--- config.mk ---
export PLATFORM = sky130hd
export DESIGN_NAME = pool_ctrl_flat
export DESIGN_NICKNAME = d
export VERILOG_FILES = /design/src/rtl/pool_pkg.sv /design/src/rtl/pool_ctrl_if.sv /design/src/rtl/pool_addr_gen.sv /design/src/rtl/pool_ctrl.sv /design/src/flat_wrapper.sv
export SDC_FILE = /design/constraint.sdc
export NUM_CORES = 1
export LEC_CHECK = 0
export CORE_ASPECT_RATIO = 0.7
export CORE_MARGIN = 1
export CORE_UTILIZATION = 45
export CTS_BUF_LIST = sky130_fd_sc_hd__clkbuf_8
export CTS_CLUSTER_DIAMETER = 30
export CTS_CLUSTER_SIZE = 24
export DETAILED_ROUTE_END_ITERATION = 6
export PLACE_DENSITY = 0.81
export SLEW_MARGIN = 20
export SYNTH_ARGS = -nofsm -noshare
export SYNTH_HDL_FRONTEND = slang
export SYNTH_SLANG_ARGS = --single-unit
--- constraint.sdc ---
create_clock -name clk -period 3.9 [get_ports clk]
set_clock_uncertainty 0.05 [all_clocks]
set_input_delay 1.17 -clock clk [delete_from_list [all_inputs] [get_ports clk]]
set_output_delay 1.17 -clock clk [all_outputs]
set_load 0.005 [all_outputs]
--- src/rtl/pool_pkg.sv ---
// pool_pkg: shared types and constants for the 2x2 pooling controller.
// Holds the FSM state enum, window timing constant and a counter-width helper.
package pool_pkg;

    typedef enum logic [2:0] {
        IDLE,
        FETCH,
        LAST,
        POOL,
        WRITE,
        DONE
    } pool_state_e;

    // FETCH x4, LAST, POOL, WRITE
    localparam int CYCLES_PER_WIN = 7;

    // Width of a counter that must hold 0..n-1, never narrower than 1 bit.
    function automatic int cnt_w(input int n);
        return (n <= 2) ? 1 : $clog2(n);
    endfunction

endpackage

--- src/rtl/pool_ctrl_if.sv ---
// pool_ctrl_if: memory and pooling-unit bus of the pooling controller.
// master = controller (read/write ports, window pixels, pool strobe);
// slave = memories + pooling unit (rd_data, pool_out).
interface pool_ctrl_if #(
    parameter int ADDR_W = 10
);
    logic              rd_en;
    logic [ADDR_W-1:0] rd_addr;
    logic [7:0]        rd_data;
    logic [7:0]        in1;
    logic [7:0]        in2;
    logic [7:0]        in3;
    logic [7:0]        in4;
    logic              pool_en;
    logic [7:0]        pool_out;
    logic              wr_en;
    logic [ADDR_W-1:0] wr_addr;
    logic [7:0]        wr_data;

    modport master (
        output rd_en, rd_addr,
        input  rd_data,
        output in1, in2, in3, in4, pool_en,
        input  pool_out,
        output wr_en, wr_addr, wr_data
    );

    modport slave (
        input  rd_en, rd_addr,
        output rd_data,
        input  in1, in2, in3, in4, pool_en,
        output pool_out,
        input  wr_en, wr_addr, wr_data
    );
endinterface

--- src/rtl/pool_addr_gen.sv ---
// pool_addr_gen: read/write address generation for one 2x2 window.
// In: window row/col, fetch index k (TL,TR,BL,BR). Out: rd_addr, wr_addr.
module pool_addr_gen #(
    parameter int IMG_W  = 28,
    parameter int ADDR_W = 10,
    parameter int WR_W   = 4,
    parameter int WC_W   = 4
) (
    input  logic [WR_W-1:0]   win_r,
    input  logic [WC_W-1:0]   win_c,
    input  logic [1:0]        k,
    output logic [ADDR_W-1:0] rd_addr,
    output logic [ADDR_W-1:0] wr_addr
);

    logic [ADDR_W-1:0] row;
    logic [ADDR_W-1:0] col;

    // k[1] selects the bottom row, k[0] the right column of the window,
    // so {win, k bit} is 2*win + offset without an adder.
    always_comb begin
        row     = ADDR_W'({win_r, k[1]});
        col     = ADDR_W'({win_c, k[0]});
        rd_addr = row * ADDR_W'(IMG_W) + col;
        wr_addr = ADDR_W'(win_r) * ADDR_W'(IMG_W / 2) + ADDR_W'(win_c);
    end

endmodule

--- src/rtl/pool_ctrl.sv ---
// pool_ctrl: walks an IMG_W x IMG_H map in 2x2 windows, fetches 4 pixels,
// strobes the pooling unit and writes one result per window.
// Ports: clk, rst (async, active-high), start, busy, done; bus = memory
// read/write ports, window pixels in1..in4, pool_en / pool_out.
module pool_ctrl
    import pool_pkg::*;
#(
    parameter int IMG_W  = 28,
    parameter int IMG_H  = 28,
    parameter int ADDR_W = 10
) (
    input  logic       clk,
    input  logic       rst,
    input  logic       start,
    output logic       busy,
    output logic       done,
    pool_ctrl_if.master bus
);

    localparam int WR_W = cnt_w(IMG_H / 2);
    localparam int WC_W = cnt_w(IMG_W / 2);

    pool_state_e       st;
    pool_state_e       nxt;
    logic [1:0]        k;
    logic [WR_W-1:0]   win_r;
    logic [WC_W-1:0]   win_c;
    logic [7:0]        px_tl;
    logic [7:0]        px_tr;
    logic [7:0]        px_bl;
    logic [7:0]        px_br;
    logic              rd_en;
    logic              pool_en;
    logic              wr_en;
    logic              last_c;
    logic              last_r;
    logic [ADDR_W-1:0] ra;
    logic [ADDR_W-1:0] wa;

    assign last_c = (win_c == WC_W'(IMG_W / 2 - 1));
    assign last_r = (win_r == WR_W'(IMG_H / 2 - 1));

    pool_addr_gen #(
        .IMG_W  (IMG_W),
        .ADDR_W (ADDR_W),
        .WR_W   (WR_W),
        .WC_W   (WC_W)
    ) u_addr (
        .win_r   (win_r),
        .win_c   (win_c),
        .k       (k),
        .rd_addr (ra),
        .wr_addr (wa)
    );

    always_ff @(posedge clk or posedge rst) begin
        if (rst) st <= IDLE;
        else     st <= nxt;
    end

    always_comb begin
        nxt     = st;
        busy    = 1'b1;
        done    = 1'b0;
        rd_en   = 1'b0;
        pool_en = 1'b0;
        wr_en   = 1'b0;
        unique case (st)
            IDLE: begin
                busy = 1'b0;
                if (start) nxt = FETCH;
            end
            FETCH: begin
                rd_en = 1'b1;
                if (k == 2'd3) nxt = LAST;
            end
            LAST: nxt = POOL;
            POOL: begin
                pool_en = 1'b1;
                nxt     = WRITE;
            end
            WRITE: begin
                wr_en = 1'b1;
                nxt   = (last_c && last_r) ? DONE : FETCH;
            end
            DONE: begin
                done = 1'b1;
                nxt  = IDLE;
            end
            default: nxt = IDLE;
        endcase
    end

    // Pixel capture lags its read by one cycle: read k lands during k+1,
    // and the BR read lands during LAST.
    always_ff @(posedge clk or posedge rst) begin
        if (rst) begin
            k     <= '0;
            win_r <= '0;
            win_c <= '0;
            px_tl <= '0;
            px_tr <= '0;
            px_bl <= '0;
            px_br <= '0;
        end else begin
            unique case (st)
                IDLE: begin
                    if (start) begin
                        k     <= '0;
                        win_r <= '0;
                        win_c <= '0;
                    end
                end
                FETCH: begin
                    k <= k + 2'd1;
                    if (k == 2'd1) px_tl <= bus.rd_data;
                    if (k == 2'd2) px_tr <= bus.rd_data;
                    if (k == 2'd3) px_bl <= bus.rd_data;
                end
                LAST: px_br <= bus.rd_data;
                WRITE: begin
                    if (last_c) begin
                        win_c <= '0;
                        win_r <= last_r ? '0 : win_r + WR_W'(1);
                    end else begin
                        win_c <= win_c + WC_W'(1);
                    end
                end
                default: ;
            endcase
        end
    end

    assign bus.rd_en   = rd_en;
    assign bus.rd_addr = rd_en ? ra : '0;
    assign bus.in1     = px_tl;
    assign bus.in2     = px_tr;
    assign bus.in3     = px_bl;
    assign bus.in4     = px_br;
    assign bus.pool_en = pool_en;
    assign bus.wr_en   = wr_en;
    assign bus.wr_addr = wr_en ? wa : '0;
    assign bus.wr_data = wr_en ? bus.pool_out : '0;

endmodule

--- src/flat_wrapper.sv ---
// flat-port wrapper written by rule: the top's interface ports become plain ports
module pool_ctrl_flat import pool_pkg::*;
#(
    parameter int IMG_W  = 28,
    parameter int IMG_H  = 28,
    parameter int ADDR_W = 10
)
  (clk, rst, start, busy, done, bus_rd_en, bus_rd_addr, bus_rd_data, bus_in1, bus_in2, bus_in3, bus_in4, bus_pool_en, bus_pool_out, bus_wr_en, bus_wr_addr, bus_wr_data);
  pool_ctrl_if #(.ADDR_W(ADDR_W)) bus_i ();
  input  logic clk;
  input  logic rst;
  input  logic start;
  output logic busy;
  output logic done;
  output wire logic [$bits(bus_i.rd_en)-1:0] bus_rd_en;
  output wire logic [$bits(bus_i.rd_addr)-1:0] bus_rd_addr;
  input wire logic [$bits(bus_i.rd_data)-1:0] bus_rd_data;
  output wire logic [$bits(bus_i.in1)-1:0] bus_in1;
  output wire logic [$bits(bus_i.in2)-1:0] bus_in2;
  output wire logic [$bits(bus_i.in3)-1:0] bus_in3;
  output wire logic [$bits(bus_i.in4)-1:0] bus_in4;
  output wire logic [$bits(bus_i.pool_en)-1:0] bus_pool_en;
  input wire logic [$bits(bus_i.pool_out)-1:0] bus_pool_out;
  output wire logic [$bits(bus_i.wr_en)-1:0] bus_wr_en;
  output wire logic [$bits(bus_i.wr_addr)-1:0] bus_wr_addr;
  output wire logic [$bits(bus_i.wr_data)-1:0] bus_wr_data;
  assign bus_rd_en = bus_i.rd_en;
  assign bus_rd_addr = bus_i.rd_addr;
  assign bus_i.rd_data = bus_rd_data;
  assign bus_in1 = bus_i.in1;
  assign bus_in2 = bus_i.in2;
  assign bus_in3 = bus_i.in3;
  assign bus_in4 = bus_i.in4;
  assign bus_pool_en = bus_i.pool_en;
  assign bus_i.pool_out = bus_pool_out;
  assign bus_wr_en = bus_i.wr_en;
  assign bus_wr_addr = bus_i.wr_addr;
  assign bus_wr_data = bus_i.wr_data;
  pool_ctrl #(.IMG_W(IMG_W), .IMG_H(IMG_H), .ADDR_W(ADDR_W)) u_core (.clk(clk), .rst(rst), .start(start), .busy(busy), .done(done), .bus(bus_i));
endmodule
==> impl_metrics.toml <==
[job]
drv_cap = 0

[worst_setup_path]
path_class = "reg -> out"
worstPathMaxFanout = 3
arrival_ps = 2950
slowest_delay_ps = 430
cp-end-kind = "primary output"
crit_chain = "buf_6 > fa_2 > ha_4 > fa_2 > a21o_1 > a21oi_2 > xnor2_2 > or3_1 > a21oi_2 > buf_2"
start_kind = "flop"
critPathSlowestCell = "dfrtp_1"
crit_required_ps = 2680

[timing]
slew_headroom = 0.398
tightest_slew_ps = 897
fmax_mhz = 240
fin_tns_setup_ps = -1040
finalCriticalPeriod_ps = 4170
maxSlewViolCount = 0
whs_ps = 465
finalSetupViolations = 8
rsz0062_at_grt = "true"
fin_crit_sh = 1.07
hold_viol = 0
final.setup.worst_slack_ps = -266

[logic_synthesis]
yosysUniqueCellTypes = 41
synth.yosys.warnings = 0
synth-main-ff-cell = "dfrtp_1"
synth_cells = 264
syn_area_um2 = 2930
ys_seq_area_frac = 0.384
synth_edf_count = 0
syn-num-nets = 314
ys_ff_latch = 45
synth.avg_cell_area_um2 = 11.1
synthArstFlopShare = 1.00

[die]
ioPinCount = 84
die_h_um = 69.5
core_um2 = 6250
initial_core_util = 0.470
rows = 24
dieArea_um2 = 6850
die_w_um = 98.5

[placed_design]
place.gp.congestion = 0.866
pre_cts_ws_ps = -410
io_buffer_count = 82
place_area_um2 = 3990
hpwl_um = 5320
dp_cells = 446

[layout]
area_growth_pct = 50.0
multiInputGateArea_um2 = 1860
seq_area_um2 = 1130
final_cell_mix = "clkdlybuf4s50_1, dfrtp_1, buf_4"
final_area_um2 = 4400
finalNonFillerCells = 466
fin_nets = 437
diodes = 0
final_core_utilization = 0.704
layout_commonest_cell = "clkdlybuf4s50_1"
fillers = 423
drive_gt1_frac = 0.345

[global_route]
antenna_found_initial = 0
overflow = 0
grt_max_degree = 27
grt_pass1_wl_um = 12100
grtUsageTotal = 0.225
grt_pass1_vias = 2440

[route]
drt_iter0_drc = 102
drtAntennaViolNets = 0
totalWireLength_um = 7750
vias = 2420
drt-vias-per-instance = 5.19
dr.pass1.iters = 6
drc_errors = 2
avgRoutedWirePerCell_um = 16.6

[clock_network]
htree_levels = 2
clk_path_buf_depth = 2
cts_made_buffers = 5
cts.clk_slew.worst_paths_ps = 90
cts_sinks = 45
clk_latency_ps = 300
root_buffer = "clkbuf_8"
postCtsHoldBufs = 0
cts_tree = "built"

[min_path]
hp-class = "reg -> reg"

[power]
total_power_mw = 0.958
ir_worst_vdd_mv = 0.197
total_leakage_power_nw = 2.15
powerDensity_nw_per_um2 = 218

[status]
violations = "DRC, setup timing"
status = "complete, but fails checks"
## area by class of cell
type / instances / area share
multi-input cells: 191 / 0.422
flip-flops and latches: 45 / 0.256
repair buffers: 125 / 0.256
well taps: 78 / 0.0222
clock buffers: 6 / 0.0188
inverters: 19 / 0.0165
clock inverters: 2 / 0.00853
## cells by family after synthesis
family,synth area share
AND/OR/NAND/NOR,0.132
flip-flops,0.384
AO/OA/AOI/OAI,0.0781
multiplexers,0.160
adder cells (fa/ha/maj),0.153
buffers and inverters,0.0555
XOR/XNOR,0.0358
other,0.00128
## flip-flops by register name (all words and copies together) (netlist names)
| name | flops |
|---|---|
| u_core.st | 3 |
| u_core.win_r | 4 |
| u_core.win_c | 4 |
| u_core.k | 2 |
| u_core.bus.in4 | 8 |
| u_core.bus.in2 | 8 |
| u_core.bus.in3 | 8 |
| u_core.bus.in1 | 8 |
## metal layers
metal	routed length, um	share of wire	up-vias	global-route usage
li1	-	-	1135	-
met3	323	0.042	8	0.0363
met5	0	0	-	0
met1	3520	0.45	1197	0.307
met2	3850	0.50	80	0.383
met4	65	0.0084	0	0.0398
## cell usage after synthesis (2+ instances only)
master | n | area, um^2
mux2i_1 | 2 | 20.0
buf_12 | 3 | 60.1
fa_1 | 8 | 160
nor3_1 | 5 | 25.0
buf_2 | 3 | 15.0
a21oi_1 | 10 | 50.1
clkbuf_1 | 2 | 7.51
o21ai_0 | 14 | 70.1
a21o_1 | 6 | 45.0
ha_1 | 23 | 288
nor2b_1 | 4 | 25.0
dfrtp_1 | 45 | 1130
nand2_1 | 18 | 67.6
nor2_1 | 17 | 63.8
and2_1 | 13 | 81.3
a31oi_1 | 2 | 12.5
inv_1 | 17 | 63.8
nand3_1 | 5 | 25.0
xor2_1 | 5 | 43.8
xnor2_1 | 7 | 61.3
nand4_1 | 2 | 12.5
mux2_4 | 24 | 360
o2bb2ai_1 | 2 | 17.5
and2_4 | 3 | 26.3
mux2_2 | 8 | 90.1
## final timing paths
check,cells after the start,from,slack (ps),endpoint
max,10,u_core.win_r[1],-270,bus_rd_addr[8]
min,1,u_core.bus.in4[1],470,u_core.bus.in4[1]
max reg2reg,7,u_core.st[1],1620,u_core.win_r[3]
min reg2reg,1,u_core.bus.in4[1],470,u_core.bus.in4[1]
max in group asynchronous,3,rst,1990,u_core.bus.in3[0]
min in group asynchronous,2,rst,1210,u_core.bus.in3[1]
## report_power, final
part           internal [mW]  switching [mW]  total [mW]
Sequential             0.483          0.0101       0.493
Combinational         0.0640          0.0291      0.0932
Clock                  0.208           0.163       0.372
## worst max-delay path, delay by kind of cell, from the launching register on
family                     cells  cell delay, ps
and+or+nand+nor                1             410
adders and majority gates      3             960
xor gates and xnor gates       1              90
DFF                            1             430
AOI/OAI and AO/OA              3             500
buffers and inverters          2             260
## what timing repair did
item                       in CTS  in global routing
setup endpoints to repair      12                 11
setup buffers                   9                  4
pin swaps                      18                 15
gates resized for setup        60                 33
(Power assumes the default switching activity.)
